===== src/rtl/vending_trade_unit_if.sv =====
// Command and status bundle between the mode decoder / display logic and the
// vending transaction core.
interface vending_trade_unit_if #(
  parameter int unsigned W = 4
);
  logic         cmdValid;
  logic [2:0]   mode;
  logic [2:0]   productCode;
  logic [W-1:0] productCount;
  logic [W-1:0] newPrice;
  logic [W-1:0] chargeCustomerAmount;
  logic [W-1:0] customerMoney;
  logic [W-1:0] machineMoney;
  logic         isError;
  logic         done;
  logic [W-1:0] priceOut;
  logic [W-1:0] stockOut;

  modport master (
    output cmdValid, mode, productCode, productCount, newPrice, chargeCustomerAmount,
    input  customerMoney, machineMoney, isError, done, priceOut, stockOut
  );

  modport slave (
    input  cmdValid, mode, productCode, productCount, newPrice, chargeCustomerAmount,
    output customerMoney, machineMoney, isError, done, priceOut, stockOut
  );
endinterface


===== src/rtl/vending_trade_unit.sv =====
// Vending machine transaction core: per-slot price/stock tables, customer
// wallet and machine cash box. Executes buy, change-price and charge-customer
// commands in a single cycle and flags rejected commands on isError.
module vending_trade_unit #(
  parameter int unsigned NUM_PRODUCTS = 8,
  parameter int unsigned INIT_STOCK   = 10,
  parameter int unsigned W            = 4
) (
  input  logic                 mainClock,
  input  logic                 resetN,
  vending_trade_unit_if.slave  bus
);

  localparam int unsigned W2 = 2 * W;
  localparam int unsigned MONEY_MAX = (1 << W) - 1;

  typedef enum logic [2:0] {
    MODE_BUY    = 3'b000,
    MODE_PRICE  = 3'b100,
    MODE_CHARGE = 3'b111
  } mode_e;

  logic [W-1:0] price_q [NUM_PRODUCTS];
  logic [W-1:0] price_d [NUM_PRODUCTS];
  logic [W-1:0] stock_q [NUM_PRODUCTS];
  logic [W-1:0] stock_d [NUM_PRODUCTS];
  logic [W-1:0] cust_q, cust_d;
  logic [W-1:0] mach_q, mach_d;
  logic         err_q, err_d;
  logic         done_q, done_d;

  logic [W-1:0] unit_price;
  logic [W-1:0] unit_stock;
  logic [W2-1:0] cost;
  logic [W2-1:0] cash_sum;
  logic [W:0]    wallet_sum;
  logic          buy_reject;

  // Operand lookup and the wide arithmetic used to detect out-of-range results
  always_comb begin
    unit_price = price_q[bus.productCode];
    unit_stock = stock_q[bus.productCode];
    cost       = W2'(unit_price) * W2'(bus.productCount);
    cash_sum   = W2'(mach_q) + cost;
    wallet_sum = (W+1)'(cust_q) + (W+1)'(bus.chargeCustomerAmount);
    buy_reject = (bus.productCount == '0)
              || (bus.productCount > unit_stock)
              || (cost > W2'(cust_q))
              || (cash_sum > W2'(MONEY_MAX));
  end

  // Next-state: decode the strobed command and either commit it or reject it
  always_comb begin
    price_d = price_q;
    stock_d = stock_q;
    cust_d  = cust_q;
    mach_d  = mach_q;
    err_d   = err_q;
    done_d  = 1'b0;
    if (bus.cmdValid) begin
      case (mode_e'(bus.mode))
        MODE_BUY: begin
          done_d = 1'b1;
          if (buy_reject) begin
            err_d = 1'b1;
          end else begin
            err_d                     = 1'b0;
            stock_d[bus.productCode]  = unit_stock - bus.productCount;
            cust_d                    = cust_q - cost[W-1:0];
            mach_d                    = cash_sum[W-1:0];
          end
        end
        MODE_PRICE: begin
          done_d = 1'b1;
          if (bus.newPrice == '0) begin
            err_d = 1'b1;
          end else begin
            err_d                    = 1'b0;
            price_d[bus.productCode] = bus.newPrice;
          end
        end
        MODE_CHARGE: begin
          done_d = 1'b1;
          if (wallet_sum[W]) begin
            err_d = 1'b1;
          end else begin
            err_d  = 1'b0;
            cust_d = wallet_sum[W-1:0];
          end
        end
        default: ;
      endcase
    end
  end

  // State registers; synchronous reset restores default prices and full stock
  always_ff @(posedge mainClock) begin
    if (!resetN) begin
      for (int unsigned i = 0; i < NUM_PRODUCTS; i++) begin
        price_q[i] <= W'(i + 1);
        stock_q[i] <= W'(INIT_STOCK);
      end
      cust_q <= '0;
      mach_q <= '0;
      err_q  <= 1'b0;
      done_q <= 1'b0;
    end else begin
      price_q <= price_d;
      stock_q <= stock_d;
      cust_q  <= cust_d;
      mach_q  <= mach_d;
      err_q   <= err_d;
      done_q  <= done_d;
    end
  end

  // Registered status plus combinational read-back of the addressed slot
  always_comb begin
    bus.customerMoney = cust_q;
    bus.machineMoney  = mach_q;
    bus.isError       = err_q;
    bus.done          = done_q;
    bus.priceOut      = price_q[bus.productCode];
    bus.stockOut      = stock_q[bus.productCode];
  end

endmodule


===== src/flat_wrapper.sv =====
// flat-port wrapper written by rule: the top's interface ports become plain ports
module vending_trade_unit_flat 
#(
  parameter int unsigned NUM_PRODUCTS = 8,
  parameter int unsigned INIT_STOCK   = 10,
  parameter int unsigned W            = 4
)
  (mainClock, resetN, bus_cmdValid, bus_mode, bus_productCode, bus_productCount, bus_newPrice, bus_chargeCustomerAmount, bus_customerMoney, bus_machineMoney, bus_isError, bus_done, bus_priceOut, bus_stockOut);
  vending_trade_unit_if #(.W(W)) bus_i ();
  input  logic mainClock;
  input  logic resetN;
  input wire logic [$bits(bus_i.cmdValid)-1:0] bus_cmdValid;
  input wire logic [$bits(bus_i.mode)-1:0] bus_mode;
  input wire logic [$bits(bus_i.productCode)-1:0] bus_productCode;
  input wire logic [$bits(bus_i.productCount)-1:0] bus_productCount;
  input wire logic [$bits(bus_i.newPrice)-1:0] bus_newPrice;
  input wire logic [$bits(bus_i.chargeCustomerAmount)-1:0] bus_chargeCustomerAmount;
  output wire logic [$bits(bus_i.customerMoney)-1:0] bus_customerMoney;
  output wire logic [$bits(bus_i.machineMoney)-1:0] bus_machineMoney;
  output wire logic [$bits(bus_i.isError)-1:0] bus_isError;
  output wire logic [$bits(bus_i.done)-1:0] bus_done;
  output wire logic [$bits(bus_i.priceOut)-1:0] bus_priceOut;
  output wire logic [$bits(bus_i.stockOut)-1:0] bus_stockOut;
  assign bus_i.cmdValid = bus_cmdValid;
  assign bus_i.mode = bus_mode;
  assign bus_i.productCode = bus_productCode;
  assign bus_i.productCount = bus_productCount;
  assign bus_i.newPrice = bus_newPrice;
  assign bus_i.chargeCustomerAmount = bus_chargeCustomerAmount;
  assign bus_customerMoney = bus_i.customerMoney;
  assign bus_machineMoney = bus_i.machineMoney;
  assign bus_isError = bus_i.isError;
  assign bus_done = bus_i.done;
  assign bus_priceOut = bus_i.priceOut;
  assign bus_stockOut = bus_i.stockOut;
  vending_trade_unit #(.NUM_PRODUCTS(NUM_PRODUCTS), .INIT_STOCK(INIT_STOCK), .W(W)) u_core (.mainClock(mainClock), .resetN(resetN), .bus(bus_i));
endmodule

===== config.mk =====
export PLATFORM = sky130hd
export DESIGN_NAME = vending_trade_unit_flat
export DESIGN_NICKNAME = d
export VERILOG_FILES = /design/src/rtl/vending_trade_unit_if.sv /design/src/rtl/vending_trade_unit.sv /design/src/flat_wrapper.sv
export SDC_FILE = /design/constraint.sdc
export NUM_CORES = 1
export LEC_CHECK = 0
export CELL_PAD_IN_SITES_DETAIL_PLACEMENT = 2
export CELL_PAD_IN_SITES_GLOBAL_PLACEMENT = 2
export CORE_MARGIN = 4
export CORE_UTILIZATION = 36
export DETAILED_ROUTE_END_ITERATION = 8
export PLACE_DENSITY_LB_ADDON = 0.1
export SKIP_LAST_GASP = 1
export SLEW_MARGIN = 5
export SYNTH_ARGS = -nofsm -noshare
export SYNTH_HDL_FRONTEND = slang
export SYNTH_SLANG_ARGS = --single-unit

===== constraint.sdc =====
create_clock -name mainClock -period 7.69 [get_ports mainClock]
set_clock_uncertainty 0.1 [all_clocks]
set_input_delay 1.538 -clock mainClock [delete_from_list [all_inputs] [get_ports mainClock]]
set_output_delay 1.538 -clock mainClock [all_outputs]
set_load 0.05 [all_outputs]

==> impl_metrics.yaml, run 1 <==
synth:
  syn_inst: 527
  yosys-top-cells-area: "dfxtp_1 33%, mux2i_1 9.3%, ha_1 8.6%"
  async_flop_share: 0
  synthFlopType: "dfxtp_1"
  synth_top_area_cell: "dfxtp_1"
  synth_fp_nets: 587
  yosysTopAreaCellShare: 0.329
  synth-edff-count: 0
  synth_area_um2: 4500
  ys_ff_latch: 74
  yosysSeqAreaShare: 0.329
  synth.distinct_cells: 48
  synth_area_per_cell_um2: 8.54
  yosys_warnings: 0
clock_tree:
  ctsResizeCount: 0
  clk_pin_slew_worst_paths_ns: 0.06
  root_buffer: "clkbuf_16"
  cts_hold_buf: 0
  htreeDepth: 3
  clock_path_buffers: 2
  cts_setup_buffers: 0
  clk-insertion-delay-late_ns: 0.34
  cts_tree: "yes"
  cts.sinks: 74
  cts_buffers: 9
critical_path:
  cp-end-kind: "register"
  path_cells: "clkdlybuf4s50_1, nor3b_1, a31oi_1, o21ai_0, nand2_1, fa_1, inv_1, fa_1, inv_1, fa_1, inv_1, ha_1, o21ai_0, o2111ai_1, nor4_4, buf_4, nand3_1, mux2i_1"
  worst-path-buf-inv: 5
  crit_type: "in2reg"
  crit_required_ns: 7.78
  r2r_end: "u_core.stock_q[6]$_SDFFE_PN0P_"
  ff2ff_path_depth: 17
  r2r_setup_slack_ns: 2.61
  rr_startpoint: "u_core.price_q[30]$_SDFFE_PN0P_"
  start_kind: "input pin"
  cp_data_arrival_time_ns: 6.95
  slowest_delay_ns: 0.78
  critPathSlowestCell: "clkdlybuf4s50_1"
  path_delay_family: "adder cells"
  cp_max_fo: 20
global_routing:
  grt_pass1_wl_mm: 24.2
  grt_antenna_before_repair: 0
  grt_pass1_vias: 4294
  grt.overflow.total: 0
  grtUsageTotal: 0.215
  grt_max_degree: 43
detailed_routing:
  dr.pass1.iters: 4
  wirelength_mm: 14.9
  drc: 0
  ant_nets: 0
  vias: 4045
  vias_per_cell: 5.56
  wl_per_cell_um: 20.4
  drt_iter0_drc: 241
pwr:
  vdd_ir_drop_max_v: 0.000102
  clkPwrFrac: 0.395
  p_int_mw: 0.706
  p_sw_frac: 0.314
  powerDensity_nw_per_um2: 193
  power.leakage_nw: 2.32
  seqPwrFrac: 0.378
  p_comb_frac: 0.227
  p_switching_mw: 0.323
run:
  cap_violations: 0
final_layout:
  layout_common_cells: "74 x dfxtp_1, 72 x nand2_1, 59 x nand3_1"
  drive_gt1_frac: 0.0768
  antenna_cells: 0
  area_growth_pct: 18.3
  nNetsFinal: 615
  multiInputGateArea_um2: 2780
  seq_area_um2: 1480
  postLayoutCellArea_um2: 5330
  final_common_cell: "dfxtp_1"
  nFillCells: 1388
  layoutNonFillerInstCount: 728
floorplan:
  core-area_um2: 12100
  initial_utilization: 0.372
  ios: 39
  fp.dieArea_um2: 14400
  rows: 40
  die_h_um: 120
  die_x_um: 120
worst_hold_path:
  min_path_cells: 2
  min-delay-path-class: "reg2reg"
  hp-start: "u_core.price_q[11]$_SDFFE_PN0P_"
  holdPathEnd: "u_core.price_q[11]$_SDFFE_PN0P_"
timing:
  fmax_mhz: 146
  hold_viol_final: 0
  relSlewSlack: 0.418
  maxSlewViolCount: 0
  finalCritPeriodShare: 0.891
  setup_viol: 0
  rsz0062_at_grt: "false"
  final.setup.tns_ns: 0
  worst_pin_slew_ns: 0.866
  fin_crit_ns: 6.85
place:
  gp_congestion: 0.827
  dp_cells: 712
  port_buffers: 38
  dp.final_hpwl_mm: 11.1
  placed_cell_area_um2: 5040
run_status:
  status: "finished clean"
## stage by stage
step,utilization,hold slack [ns],power (mW),setup slack (ns)
2_1_floorplan,-,0.332,0.553,0.581
3_3_place_gp,0.416,0.342,0.623,0.533
3_5_place_dp,0.416,0.353,0.631,0.449
4_1_cts,0.440,0.360,1.04,0.765
5_1_grt,0.440,0.383,1.08,0.356
6_report,0.440,0.360,1.03,0.837
## how the worst max path moves through the flow
stage	cells past startpoint	slack, ns	endpoint	startpoint
2_1_floorplan	18	0.58	u_core.stock_q[19]$_SDFFE_PN1P_	bus_productCode[0]
3_5_place_dp	18	0.45	u_core.stock_q[31]$_SDFFE_PN1P_	bus_productCode[1]
4_1_cts	18	0.77	u_core.stock_q[31]$_SDFFE_PN1P_	bus_productCode[1]
5_1_grt	18	0.36	u_core.stock_q[6]$_SDFFE_PN0P_	bus_productCode[1]
6_report	18	0.84	u_core.stock_q[6]$_SDFFE_PN0P_	bus_productCode[1]
3_3_place_gp	18	0.53	u_core.stock_q[27]$_SDFFE_PN1P_	bus_productCode[1]
## synth_stat cells, types with 8 or more instances
library cell and instances:
ha_1 31, a21oi_1 35, mux2i_1 42, fa_1 8, nand3_1 59, nor2b_1 9, o21ai_0 10, nand2_1 72
a22oi_1 8, clkbuf_1 23, nor2_1 31, inv_1 28, dfxtp_1 74
## layout make-up
cell class                 count  area share
clock inverter                 4     0.00493
sequential                    74       0.278
tap                          168      0.0395
clock buffer                  12      0.0482
inverter                      28      0.0197
multi-input combinational    393       0.523
timing repair buffer          49      0.0869
## power groups by stage
stage                     sequential, mW  clock (mW)  combinational, mW
after floorplan                    0.402           0              0.152
after global placement             0.397           0              0.225
after detailed placement           0.397           0              0.233
after CTS                          0.389       0.415              0.235
after global routing               0.389       0.433              0.257
final                              0.389       0.406              0.234
## cell families after synthesis
| kind of cell | synth area share |
|---|---|
| adder cells (fa/ha/maj) | 0.122 |
| AND/OR/NAND/NOR | 0.241 |
| flip-flops | 0.329 |
| buffers and inverters | 0.0531 |
| multiplexers | 0.118 |
| XOR/XNOR | 0.0136 |
| AO/OA/AOI/OAI | 0.123 |
## registers in the layout, summed over array words and instances, names as in the netlist
register and count:
u_core.bus.customerMoney 4, u_core.stock_q 32, u_core.bus.done 1, u_core.bus.isError 1, u_core.price_q 32, u_core.bus.machineMoney 4
## worst register-to-register path, delay by kind of cell (launching register included)
kind            cells  cell delay [ns]
compound gates      4             0.94
simple gates        4             0.94
buf+inv             4             0.50
fa+ha+maj           4             1.90
flops               1             0.36
mux                 1             0.21
## per-layer routing
layer | part of all wire | up-vias | track usage
met5 | 0 | - | 0
met2 | 0.48 | 48 | 0.356
met4 | 0.0089 | 0 | 0.0429
met3 | 0.031 | 9 | 0.0415
li1 | - | 1920 | -
met1 | 0.48 | 2068 | 0.294
No activity file was read; power rests on OpenSTA's default activity.
==> inputs of run 2 (changes only) <==
- TNS_END_PERCENT: not set -> 30
==> results of run 2 <==
Final layout, timing and power as in run 1 (identical DEF).
